--- config.mk ---
export PLATFORM = sky130hd
export DESIGN_NAME = nvdla_dbb_req_sched
export DESIGN_NICKNAME = d
export VERILOG_FILES = /design/src/rtl/nvdla_package.sv /design/src/rtl/nvdla_rr_arb2.sv /design/src/rtl/nvdla_dbb_req_sched.sv
export SDC_FILE = /design/constraint.sdc
export NUM_CORES = 1
export LEC_CHECK = 0
export CAP_MARGIN = 20
export CORE_MARGIN = 10
export CORE_UTILIZATION = 45
export DETAILED_ROUTE_END_ITERATION = 10
export GPL_TIMING_DRIVEN = 0
export PLACE_DENSITY_LB_ADDON = 0.15
export SETUP_SLACK_MARGIN = 0.05
export SLEW_MARGIN = 20
export SYNTH_ARGS = -nofsm -noshare
export SYNTH_HDL_FRONTEND = slang
export SYNTH_SLANG_ARGS = --single-unit
--- constraint.sdc ---
create_clock -name clk_i -period 4.06 [get_ports clk_i]
set_input_delay 0.406 -clock clk_i [delete_from_list [all_inputs] [get_ports clk_i]]
set_output_delay 0.406 -clock clk_i [all_outputs]
set_load 0.1 [all_outputs]
--- src/rtl/nvdla_package.sv ---
// Shared types for the NVDLA DBB request scheduler.
// Holds the FSM state encoding, the captured request bundle and defaults.
package nvdla_package;

    localparam int unsigned DBB_ADDR_W      = 64;
    localparam int unsigned DBB_LEN_W       = 4;
    localparam int unsigned DBB_ID_W        = 8;
    localparam int unsigned DBB_TIMEOUT_DEF = 1024;

    typedef enum logic [1:0] {
        IDLE,
        ISSUE,
        WAIT_DONE
    } state_dbb_sched_t;

    typedef struct packed {
        logic [DBB_ADDR_W-1:0] addr;
        logic [DBB_LEN_W-1:0]  len;
        logic [DBB_ID_W-1:0]   id;
        logic                  write;
    } dbb_sched_req_t;

endpackage

--- src/rtl/nvdla_rr_arb2.sv ---
// Two-way round-robin arbiter; index 0 wins ties when index 1 was granted last.
// The priority register only moves when upd_i accepts a grant.
module nvdla_rr_arb2 #(
    parameter logic RST_LAST = 1'b1
) (
    input  logic       clk_i,
    input  logic       rst_i,
    input  logic [1:0] req_i,
    input  logic       upd_i,
    output logic [1:0] gnt_o
);

    logic last_q;

    always_comb begin
        gnt_o = req_i;
        if (req_i == 2'b11) begin
            gnt_o = last_q ? 2'b01 : 2'b10;
        end
    end

    always_ff @(posedge clk_i) begin
        if (rst_i) begin
            last_q <= RST_LAST;
        end else if (upd_i && (|gnt_o)) begin
            last_q <= gnt_o[1];
        end
    end

endmodule

--- src/rtl/nvdla_dbb_req_sched.sv ---
// Round-robin scheduler of DBB read/write requests onto a single-outstanding
// bridge, with completion watchdog, sticky error flags and saturating counters.
module nvdla_dbb_req_sched
    import nvdla_package::*;
#(
    parameter int unsigned ADDR_W      = DBB_ADDR_W,
    parameter int unsigned LEN_W       = DBB_LEN_W,
    parameter int unsigned ID_W        = DBB_ID_W,
    parameter int unsigned TIMEOUT_CYC = DBB_TIMEOUT_DEF,
    parameter int unsigned CNT_W       = 16
) (
    input  logic              clk_i,
    input  logic              rst_i,
    input  logic              enable_i,
    input  logic              wr_req_valid_i,
    output logic              wr_req_ready_o,
    input  logic [ADDR_W-1:0] wr_req_addr_i,
    input  logic [LEN_W-1:0]  wr_req_len_i,
    input  logic [ID_W-1:0]   wr_req_id_i,
    input  logic              rd_req_valid_i,
    output logic              rd_req_ready_o,
    input  logic [ADDR_W-1:0] rd_req_addr_i,
    input  logic [LEN_W-1:0]  rd_req_len_i,
    input  logic [ID_W-1:0]   rd_req_id_i,
    output logic              br_req_valid_o,
    input  logic              br_req_ready_i,
    output logic              br_req_write_o,
    output logic [ADDR_W-1:0] br_req_addr_o,
    output logic [LEN_W-1:0]  br_req_len_o,
    output logic [ID_W-1:0]   br_req_id_o,
    input  logic              br_done_i,
    output logic              grant_write_o,
    output logic              busy_o,
    output logic              err_timeout_o,
    output logic              err_zero_len_o,
    input  logic              err_clear_i,
    output logic [CNT_W-1:0]  wr_cnt_o,
    output logic [CNT_W-1:0]  rd_cnt_o
);

    localparam int unsigned TW = $clog2(TIMEOUT_CYC);
    localparam logic [TW-1:0] TMR_MAX = TW'(TIMEOUT_CYC - 1);

    state_dbb_sched_t state_q, state_d;
    dbb_sched_req_t   req_q, req_d;
    logic [TW-1:0]    tmr_q, tmr_d;
    logic [1:0]       arb_req, gnt;
    logic             arb_upd;
    logic             cap;
    logic             zero_len;
    logic             done_hit;
    logic             to_hit;
    logic [LEN_W-1:0] gnt_len;

    assign arb_req = {wr_req_valid_i, rd_req_valid_i}
                   & {2{enable_i && (state_q == IDLE)}};

    nvdla_rr_arb2 #(
        .RST_LAST (1'b1)
    ) u_arb (
        .clk_i (clk_i),
        .rst_i (rst_i),
        .req_i (arb_req),
        .upd_i (arb_upd),
        .gnt_o (gnt)
    );

    assign wr_req_ready_o = gnt[1];
    assign rd_req_ready_o = gnt[0];
    assign gnt_len        = gnt[1] ? wr_req_len_i : rd_req_len_i;

    always_comb begin
        req_d       = '0;
        req_d.write = gnt[1];
        req_d.len   = DBB_LEN_W'(gnt_len);
        req_d.addr  = DBB_ADDR_W'(gnt[1] ? wr_req_addr_i : rd_req_addr_i);
        req_d.id    = DBB_ID_W'(gnt[1] ? wr_req_id_i : rd_req_id_i);
    end

    always_ff @(posedge clk_i) begin
        if (rst_i) begin
            state_q <= IDLE;
        end else begin
            state_q <= state_d;
        end
    end

    always_comb begin
        state_d  = state_q;
        tmr_d    = tmr_q;
        arb_upd  = 1'b0;
        cap      = 1'b0;
        zero_len = 1'b0;
        done_hit = 1'b0;
        to_hit   = 1'b0;
        unique case (state_q)
            IDLE: begin
                if (|gnt) begin
                    arb_upd = 1'b1;
                    cap     = 1'b1;
                    if (gnt_len == '0) begin
                        zero_len = 1'b1;
                    end else begin
                        state_d = ISSUE;
                    end
                end
            end
            ISSUE: begin
                if (br_req_ready_i) begin
                    state_d = WAIT_DONE;
                    tmr_d   = '0;
                end
            end
            WAIT_DONE: begin
                tmr_d = tmr_q + 1'b1;
                // Completion takes precedence over an expiring watchdog.
                if (br_done_i) begin
                    done_hit = 1'b1;
                    state_d  = IDLE;
                end else if (tmr_q == TMR_MAX) begin
                    to_hit  = 1'b1;
                    state_d = IDLE;
                end
            end
            default: state_d = IDLE;
        endcase
    end

    always_ff @(posedge clk_i) begin
        if (rst_i) begin
            req_q          <= '0;
            tmr_q          <= '0;
            err_timeout_o  <= 1'b0;
            err_zero_len_o <= 1'b0;
            wr_cnt_o       <= '0;
            rd_cnt_o       <= '0;
        end else begin
            tmr_q <= tmr_d;
            if (cap) begin
                req_q <= req_d;
            end
            if (to_hit) begin
                err_timeout_o <= 1'b1;
            end else if (err_clear_i) begin
                err_timeout_o <= 1'b0;
            end
            if (zero_len) begin
                err_zero_len_o <= 1'b1;
            end else if (err_clear_i) begin
                err_zero_len_o <= 1'b0;
            end
            if (done_hit && req_q.write && !(&wr_cnt_o)) begin
                wr_cnt_o <= wr_cnt_o + 1'b1;
            end
            if (done_hit && !req_q.write && !(&rd_cnt_o)) begin
                rd_cnt_o <= rd_cnt_o + 1'b1;
            end
        end
    end

    assign busy_o         = (state_q != IDLE);
    assign br_req_valid_o = (state_q == ISSUE);
    assign br_req_write_o = req_q.write;
    assign br_req_addr_o  = ADDR_W'(req_q.addr);
    assign br_req_len_o   = LEN_W'(req_q.len);
    assign br_req_id_o    = ID_W'(req_q.id);
    assign grant_write_o  = busy_o && req_q.write;

endmodule

==> reports/metrics.csv, run 1 <==
stage,metric,value,unit
timing,worst_pin_slew,1.10,ns
cts,cts_max_level,4,
route,vias,6601,
finish,synthToLayoutAreaGrowth,61.7,%
timing,max_freq,0.290,GHz
place,io_buffers,275,
power,power.density,439,nW/um^2
place,gp_congestion,0.867,
route,avgViaCountPerCell,5.50,
cts,clk_pin_slew_worst_paths,0.05,ns
place,hpwl,17.5,mm
route,wl_met3,2.39,mm
route,highest_layer,met4,
timing,fin_worst_skew,0.00761,ns
timing,timing.final.crit_share,85.0,%
floorplanning,fp.dieH,134,um
setup_path,start_kind,input pin,
timing,final-hold-violation-count,0,
setup_path,worst_setup_path_end_kind,primary output,
synth,synth_area,5880,um^2
setup_path,worstPathRequired,3.65,ns
setup_path,worst-setup-path-type,input pin to primary output,
finish,fillers,1013,
synth,ys_seq_area_share,42.2,%
floorplanning,dieArea,18000,um^2
finish,drive_gt1_share,8.67,%
timing,drv_slew,0,
cts,hold_buffers,0,
floorplanning,core-area,12700,um^2
route,wire_per_inst,19.0,um
cts,clockBufferDepth,2,
route,m1WireLength,8.62,mm
power,p_leak,3.63,nW
global_route,grt_max_degree,17,
cts,clkLatencyLatePin,0.42,ns
job,drv_cap,0,
timing,finalSetupViolations,0,
floorplanning,core.rowCount,41,
timing,final.setup.tns,0,ns
min_path,hold_path.class,flop to flop,
route,drt_wl_total,22.8,mm
cts,cts_buffers,17,
global_route,grt_pass1_vias,6461,
synth,synth-seq-cells,124,
synth,syn_inst,720,
cts,cts_tree,built,
synth,synthesis.nets,883,
route,dr.pass1.iters,5,
place,dp_cells,1167,
floorplanning,start_util,46.2,%
power,ir_drop,0.296,mV
synth,synth_ff_type,dfxtp_1,
floorplanning,die_x,134,um
global_route,antenna_found_initial,1,
synth,yosys_warnings,0,
cts,cts.sinks,124,
synth,synth.avg_cell_area,8.17,um^2
route,ant_nets,0,
synth,async_flop_share,0,%
route,drtIter0Drc,478,
timing,max_slew_margin,26.3,%
place,dpl-instance-area,8850,um^2
cts,cts_resized,0,
timing,rsz0062_at_grt,false,
floorplanning,io_pins,276,
synth,synth.distinct_cells,56,
global_route,overflow,0,
route,wl_met2,11.2,mm
global_route,grt_pass1_wl,35.0,mm
timing,min_period,3.45,ns
cts,post_cts_buffers,0,
setup_path,crit_fanout,10,
route,drc,0,
finish,stdcell_area,9510,um^2
finish,fin_cells,1200,
synth,synth-edff-count,0,
cts,root_buffer,clkbuf_16,
global_route,grt_usage,24.4,%
setup_path,arrival,3.04,ns
status,status,completed,
finish,fin_nets,1177,
==> per-layer routing <==
metal / vias up / global-route usage, %
li1: 3180 / -
met1: 3090 / 26.7
met2: 288 / 40.2
met3: 43 / 10.5
met4: 0 / 10.6
met5: - / 0
==> cells by family after synthesis <==
| kind of cell | Yosys count | share of synthesized area (%) |
|---|---|---|
| AO/OA/AOI/OAI | 156 | 19.8 |
| buffers and inverters | 61 | 5.23 |
| flip-flops | 124 | 42.2 |
| AND/OR/NAND/NOR | 358 | 28.9 |
| adder cells (fa/ha/maj) | 3 | 0.638 |
| multiplexers | 18 | 3.32 |
==> final timing paths <==
path	from	end	slack, ns	depth (start not counted)
worst max-delay path	enable_i	wr_req_ready_o	0.61	6
worst min-delay path	err_timeout_o	err_timeout_o	0.48	2
worst max register to register	wr_cnt_o[0]	wr_cnt_o[7]	2.06	6
worst min register to register	err_timeout_o	err_timeout_o	0.48	2
==> through the flow <==
stage	worst slack, ns	hold WS (ns)	util (%)	power, mW
3_5_place_dp	0.606	0.469	69.6	2.53
6_report	0.610	0.482	74.8	4.17
4_1_cts	0.588	0.481	74.7	4.20
3_3_place_gp	0.631	0.463	69.6	2.52
2_1_floorplan	1.64	0.449	-	2.13
5_1_grt	0.490	0.509	74.8	4.31
==> layout by cell type (no fill, tap or decap), types with 12 or more instances in the layout <==
master / count
nor2b_1: 13
nand2_1: 161
buf_2: 24
clkbuf_1: 26
clkdlybuf4s50_1: 275
nor2_1: 101
dfxtp_1: 124
o21ai_0: 12
clkbuf_16: 17
a311oi_1: 76
a21oi_1: 35
==> cell type report <==
class | count | area [um^2] | area share [%]
antenna | 1 | 2.50 | 0.0263
buffer | 55 | 285 | 3.00
clock buffer | 27 | 533 | 5.60
clock inverter | 5 | 125 | 1.32
inverter | 6 | 22.5 | 0.237
multi-input combinational | 535 | 3090 | 32.5
sequential | 124 | 2480 | 26.1
tap | 172 | 215 | 2.26
timing repair buffer | 275 | 2750 | 28.9
==> synth_stat cells (all sizes together), types with 4 or more instances <==
| library cell | number | area (um^2) |
|---|---|---|
| a211oi | 6 | 45.0 |
| a21oi | 35 | 175 |
| a311oi | 76 | 666 |
| and2 | 6 | 37.5 |
| and3 | 7 | 43.8 |
| buf | 32 | 199 |
| clkbuf | 23 | 86.3 |
| dfxtp | 124 | 2480 |
| inv | 6 | 22.5 |
| mux2 | 12 | 135 |
| mux2i | 6 | 60.1 |
| nand2 | 161 | 604 |
| nand2b | 10 | 62.6 |
| nand3 | 11 | 60.1 |
| nand4 | 12 | 133 |
| nor2 | 101 | 379 |
| nor2b | 13 | 81.3 |
| nor4 | 4 | 40.0 |
| o21ai | 12 | 60.1 |
| o31ai | 10 | 75.1 |
| or3 | 8 | 50.1 |
| or4 | 10 | 75.1 |
==> sequential cells by signal, indices dropped and copies added, names as in the netlist <==
name,cells
br_req_write_o,1
tmr_q,10
wr_cnt_o,16
br_req_addr_o,64
err_timeout_o,1
br_req_len_o,4
state_q,2
rd_cnt_o,16
u_arb.last_q,1
err_zero_len_o,1
br_req_id_o,8
==> power by group <==
group	internal [mW]	switching (mW)
clock	1.14	0.530
combinational	0.357	0.807
sequential	1.29	0.0425
total	2.79	1.38
==> critical path: stages <==
cell	delay [ns]
clkdlybuf4s50_1	0.45
nor3b_2	0.35
nand3_2	0.23
inv_2	0.12
buf_2	0.28
clkdlybuf4s50_1	1.19
Note: power is estimated with default switching activity, not from simulation.
==> run 2, diff against run 1 <==
--- a/config.mk
+++ b/config.mk
@@ -7,7 +7,7 @@
 export LEC_CHECK = 0
 export CAP_MARGIN = 20
 export CORE_MARGIN = 10
-export CORE_UTILIZATION = 45
+export CORE_UTILIZATION = 42
 export DETAILED_ROUTE_END_ITERATION = 10
 export GPL_TIMING_DRIVEN = 0
 export PLACE_DENSITY_LB_ADDON = 0.15
==> constraint.sdc (replaced) <==
create_clock -name clk_i -period 3.41 [get_ports clk_i]
set_input_delay 0.341 -clock clk_i [delete_from_list [all_inputs] [get_ports clk_i]]
set_output_delay 0.341 -clock clk_i [all_outputs]
set_load 0.1 [all_outputs]
==> run 2 against run 1 <==
Against the previous run:
- setup slack worse by 0.34 ns
- flip-flop and latch count unchanged
- sequential share of layout area rose by 0.12 points
==> reports/metrics.csv, run 2 (same netlist as run 1, synthesis figures left out) <==
stage,metric,value,unit,change
status,status,completed,,
setup_path,start_kind,flop,,
min_path,hold_path.class,flop to flop,,
floorplanning,start_util,42.5,%,-3.7 points
finish,stdcell_area,9470,um^2,-0.46%
timing,final-hold-violation-count,0,,unchanged
timing,fin_worst_skew,0.00605,ns,-0.00156 ns
power,power_switching,1.64,mW,+19%
route,drt_wl_total,23.1,mm,+1.2%
power,clockPowerShare,38.3,%,-1.8 points
finish,largest_reg_flops,64,,unchanged
timing,rsz0062_at_grt,false,,
setup_path,worst-setup-path-type,flop to primary output,,
floorplanning,dieArea,19100,um^2,+6.1%
setup_path,critPathMaxStageDelay,0.93,ns,-0.26 ns
route,drtIter0Drc,376,,-21%
finish,fin_nets,1177,,unchanged
timing,final.setup.tns,0,ns,unchanged
global_route,grt_usage,22.9,%,-1.4 points
route,avgViaCountPerCell,5.30,,-3.7%
global_route,grt_max_degree,17,,unchanged
cts,cts_max_level,4,,unchanged
power,combPwrFrac,28.8,%,+0.9 points
setup_path,slowest_stage,dlygate4sd2_1,,
cts,root_buffer,clkbuf_16,,
floorplanning,die_x,138,um,+3.0%
setup_path,worstPathRequired,3.07,ns,-0.58 ns
timing,worst_pin_slew,1.16,ns,+0.0634 ns
setup_path,arrival,2.80,ns,-0.24 ns
setup_path,worst_setup_path_end_kind,primary output,,
setup_path,crit_fanout,10,,unchanged
timing,finalSetupViolations,0,,unchanged
cts,clockBufferDepth,2,,unchanged
timing,max_slew_margin,22.1,%,-4.2 points
power,p_seq_share,32.9,%,+0.9 points
finish,synthToLayoutAreaGrowth,60.9,%,
finish,layout_common_cells,"274 x clkdlybuf4s50_1, 161 x nand2_1, 124 x dfxtp_1",,
place,io_buffers,275,,unchanged
power,p_leak,3.61,nW,-0.52%
power,ir_drop,0.356,mV,+20%
floorplanning,core-area,13800,um^2,+8.7%
place,hpwl,18.0,mm,+3.1%
setup_path,reg2reg_slack,1.36,ns,-0.70 ns
job,drv_cap,0,,unchanged
power,p_int,3.19,mW,+14%
setup_path,rr_worst_depth,6,,unchanged
cts,cts.sinks,124,,unchanged
finish,drive_gt1_share,8.57,%,-0.097 points
route,dr.pass1.iters,4,,-1
place,dpl-instance-area,8860,um^2,+0.11%
min_path,hold_start,err_timeout_o,,
timing,drv_slew,0,,unchanged
floorplanning,core.rowCount,43,,+4.9%
floorplanning,fp.dieH,138,um,+3.0%
setup_path,r2r_start,state_q[1],,
setup_path,worstSetupEndpoint,wr_req_ready_o,,
route,vias,6399,,-3.1%
global_route,grt_pass1_vias,6244,,-3.4%
route,ant_nets,0,,unchanged
timing,min_period,3.14,ns,
cts,cts_tree,built,,
cts,cts_buffers,17,,unchanged
route,wire_per_inst,19.1,um,+0.54%
power,netSwitchingFraction,34.0,%,+0.96 points
finish,fillers,1183,,+17%
global_route,grt_pass1_wl,35.5,mm,+1.3%
cts,post_cts_buffers,0,,unchanged
finish,layout_commonest_cell,clkdlybuf4s50_1,,
setup_path,path_cells,nor3b_2 -> nand3_2 -> inv_2 -> buf_2 -> dlygate4sd2_1,,
cts,clkLatencyLatePin,0.41,ns,about the same
finish,fin_cells,1208,,+0.67%
place,dp_cells,1175,,+0.69%
global_route,overflow,0,,unchanged
timing,hold_ws,0.467,ns,-0.0147 ns
cts,hold_buffers,0,,unchanged
global_route,antenna_found_initial,1,,unchanged
setup_path,reg2reg_to,br_req_addr_o[8],,
floorplanning,io_pins,276,,unchanged
timing,timing.final.crit_share,92.0,%,
route,drc,0,,unchanged
timing,max_freq,0.319,GHz,
power,power,4.83,mW,+16%
setup_path,critPathLaunch,state_q[1],,
place,gp_congestion,0.925,,+6.7%
power,power.density,510,nW/um^2,+16%
cts,clk_pin_slew_worst_paths,0.05,ns,about the same
## run 2: layer usage
metal / vias to the layer above / global-route usage (%) / wire length (um)
met5: - / 0 / 0
met4: 0 / 8.82 / 448
met3: 26 / 8.18 / 1890
met2: 223 / 38.9 / 11400
met1: 2969 / 25.7 / 9260
li1: 3181 / - / -
## run 2: worst min path at each step
stage / to / cells past startpoint
2_1_floorplan: u_arb.last_q / 1
3_3_place_gp: err_timeout_o / 2
3_5_place_dp: err_timeout_o / 2
4_1_cts: err_timeout_o / 2
5_1_grt: err_timeout_o / 2
6_report: err_timeout_o / 2
## run 2: what timing repair did
item	CTS	global route
resized for setup	1	0
endpoints found under the hold margin	0	0
setup endpoints to repair	1	0
## run 2: metrics by stage
stage | utilization, % | setup slack (ns)
after floorplan | - | 0.986
after global placement | 64.1 | 0.0628
after detailed placement | 64.1 | 0.0320
after CTS | 68.5 | 0.252
after global routing | 68.5 | 0.149
final | 68.5 | 0.274
## run 2: power by group through the flow
stage	Sequential [mW]	Clock, mW	Combinational [mW]
after floorplan	2.24	0	0.297
after global placement	1.62	0	1.39
after detailed placement	1.62	0	1.39
after CTS	1.59	1.88	1.40
final	1.59	1.85	1.39
after global routing	1.60	1.94	1.46
## run 2: layout make-up
cell class	instances	area [um^2]	area share, %
Antenna cell	1	2.50	0.0264
Buffer	55	285	3.01
Clock buffer	25	495	5.23
Clock inverter	7	110	1.16
Inverter	6	22.5	0.238
Multi-Input combinational cell	535	3090	32.7
Sequential cell	124	2480	26.2
Tap cell	180	225	2.38
Timing Repair Buffer	275	2750	29.1
## run 2: worst max-delay path: cells and delay by family (launching register included)
family	cells	cell delay, ns
buffers and inverters	3	1.34
DFF	1	0.38
and+or+nand+nor	2	0.66
==> run 3, diff against run 2 <==
--- a/config.mk
+++ b/config.mk
@@ -7,9 +7,10 @@
 export LEC_CHECK = 0
 export CAP_MARGIN = 20
 export CORE_MARGIN = 10
-export CORE_UTILIZATION = 42
+export CORE_UTILIZATION = 43
+export CTS_BUF_LIST = sky130_fd_sc_hd__clkbuf_8
 export DETAILED_ROUTE_END_ITERATION = 10
-export GPL_TIMING_DRIVEN = 0
+export HOLD_SLACK_MARGIN = 0.02
 export PLACE_DENSITY_LB_ADDON = 0.15
 export SETUP_SLACK_MARGIN = 0.05
 export SLEW_MARGIN = 20
==> run 3 against run 2 <==
Against the previous run:
- sequential share of layout area rose by 1.2 points
- die area fell by 2.0%
- clock power fell by 35%
- worst hold slack got worse by 0.073 ns
- via count is 5.2% lower
- critical path type unchanged
- register-to-register slack worse by 0.08 ns
- largest power group is now registers
- sequential power barely moved
- clock skew rose by 0.0064 ns
- critical endpoint is now busy_o
- largest cell class unchanged
==> reports/metrics.csv, run 3 (same netlist as run 1, synthesis figures left out) <==
stage,metric,value,unit,change
status,status,completed,,
floorplanning,fp.dieH,137,um,-1.0%
floorplanning,core-area,13300,um^2,-3.5%
cts,cts.sinks,124,,unchanged
route,drc,0,,unchanged
place,dpl-instance-area,8670,um^2,-2.2%
global_route,grt_max_degree,154,,+137
route,drt_wl_total,20.4,mm,-11%
timing,hold_ws,0.395,ns,-0.0728 ns
cts,clk_pin_slew_worst_paths,0.07,ns,+0.02 ns
timing,min_period,2.51,ns,-0.622 ns
place,hpwl,15.1,mm,-16%
finish,layout_common_cells,"270 x clkdlybuf4s50_1, 161 x nand2_1, 124 x dfxtp_1",,
floorplanning,dieArea,18800,um^2,-2.0%
global_route,grt_usage,20.6,%,-2.3 points
global_route,overflow,0,,unchanged
cts,cts_tree,built,,
place,io_buffers,275,,unchanged
setup_path,rr_worst_depth,6,,unchanged
timing,final-hold-violation-count,0,,unchanged
setup_path,worst_setup_path_end_kind,primary output,,
setup_path,worst-setup-path-type,flop to primary output,,
cts,cts_max_level,4,,unchanged
min_path,min_to,br_req_addr_o[25],,
route,vias,6064,,-5.2%
cts,cts_resized,0,,-1
global_route,grt_pass1_vias,5634,,-9.8%
timing,final.setup.tns,0,ns,unchanged
route,dr.pass1.iters,5,,+1
finish,layout_commonest_cell,clkdlybuf4s50_1,,
setup_path,crit_fanout,7,,-3
finish,fillers,1162,,-1.8%
timing,drv_slew,0,,unchanged
floorplanning,die_x,137,um,-1.0%
timing,max_slew_margin,27.0,%,+4.9 points
cts,cts_buffers,17,,unchanged
min_path,hold_path.class,input pin to flop,,
timing,finalSetupViolations,0,,unchanged
setup_path,r2r_start,state_q[1],,
route,avgViaCountPerCell,5.25,,-0.97%
setup_path,reg2reg_to,br_req_addr_o[3],,
setup_path,reg2reg_slack,1.28,ns,-0.08 ns
power,p_leak,3.41,nW,-5.6%
cts,root_buffer,clkbuf_8,,
place,gp_congestion,0.818,,-12%
cts,clockBufferDepth,2,,unchanged
route,wire_per_inst,17.7,um,-7.4%
min_path,hold_start,rst_i,,
floorplanning,core.rowCount,42,,-2.3%
cts,hold_buffers,0,,unchanged
cts,clkLatencyLatePin,0.44,ns,+0.03 ns
setup_path,worstPathRequired,3.07,ns,about the same
job,drv_cap,0,,unchanged
timing,rsz0062_at_grt,false,,
setup_path,arrival,2.17,ns,-0.63 ns
finish,insertedDiodeCount,0,,-1
timing,max_freq,0.398,GHz,+25%
cts,post_cts_buffers,0,,unchanged
finish,synthToLayoutAreaGrowth,54.0,%,
setup_path,start_kind,flop,,
global_route,grt_pass1_wl,30.3,mm,-14%
power,power.density,459,nW/um^2,-10%
finish,fin_nets,1130,,-4.0%
timing,timing.final.crit_share,73.7,%,-18 points
timing,fin_worst_skew,0.0124,ns,+0.00639 ns
finish,largest_reg_flops,64,,unchanged
finish,drive_gt1_share,7.14,%,-1.4 points
floorplanning,io_pins,276,,unchanged
route,drtIter0Drc,280,,-26%
finish,stdcell_area,9060,um^2,-4.3%
floorplanning,start_util,44.1,%,+1.5 points
timing,worst_pin_slew,1.09,ns,-0.0732 ns
global_route,antenna_found_initial,0,,-1
min_path,hold_depth,2,,unchanged
power,ir_drop,0.361,mV,+1.5%
route,ant_nets,0,,unchanged
[run 3: cell types whose count changed in the layout (fill, tap and decap cells not counted), sizes merged, moves of 3 or more]
cell           previous run  this run
buf                      32        13
clkbuf                   48        18
clkdlybuf4s50           274       270
clkinv                    4         7
inv                       6        11
[run 3: metal layers]
layer / wire length [um] / up-vias / global-route usage (%)
li1: - / 3092 / -
met1: 7790 / 2758 / 22.6
met2: 10300 / 200 / 34.7
met3: 2130 / 14 / 10.0
met4: 197 / 0 / 5.80
met5: 0 / - / 0
[run 3: worst max-delay path by stage]
stage	startpoint	to	slack, ns	depth (start not counted)
detailed placement	enable_i	br_req_addr_o[3]	0.87	7
floorplan	wr_cnt_o[0]	wr_cnt_o[7]	0.99	6
global placement	enable_i	br_req_addr_o[46]	0.99	7
finish	state_q[1]	busy_o	0.90	2
global route	state_q[1]	wr_req_ready_o	0.73	4
CTS	state_q[1]	busy_o	0.86	2
[run 3: metrics by stage]
step | utilization (%) | total power, mW | std cells | setup WS [ns]
after floorplan | - | 2.54 | 720 | 0.986
after global placement | 64.9 | 2.97 | 1123 | 0.992
after detailed placement | 64.9 | 2.98 | 1123 | 0.873
after CTS | 67.7 | 4.19 | 1155 | 0.859
after global routing | 67.9 | 4.33 | 1156 | 0.733
final | 67.9 | 4.15 | 1156 | 0.896
[run 3: area by class of cell]
class / instances / area [um^2] / area share, %
timing repair buffer: 283 / 2870 / 31.7
clock buffer: 18 / 248 / 2.74
clock inverter: 14 / 114 / 1.26
sequential: 124 / 2480 / 27.4
tap: 176 / 220 / 2.43
inverter: 6 / 22.5 / 0.249
multi-input combinational: 535 / 3100 / 34.2
[run 3: power by group]
| part | switching [mW] | leakage, nW | internal (mW) |
|---|---|---|---|
| Sequential | 0.0501 | 1.02 | 1.54 |
| Combinational | 0.938 | 2.18 | 0.416 |
| Clock | 0.566 | 0.212 | 0.644 |
[run 3: worst max-delay path: stages, from the launching register on]
cell	delay, ns
dfxtp_1	0.44
or2_2	0.16
clkdlybuf4s50_1	1.12
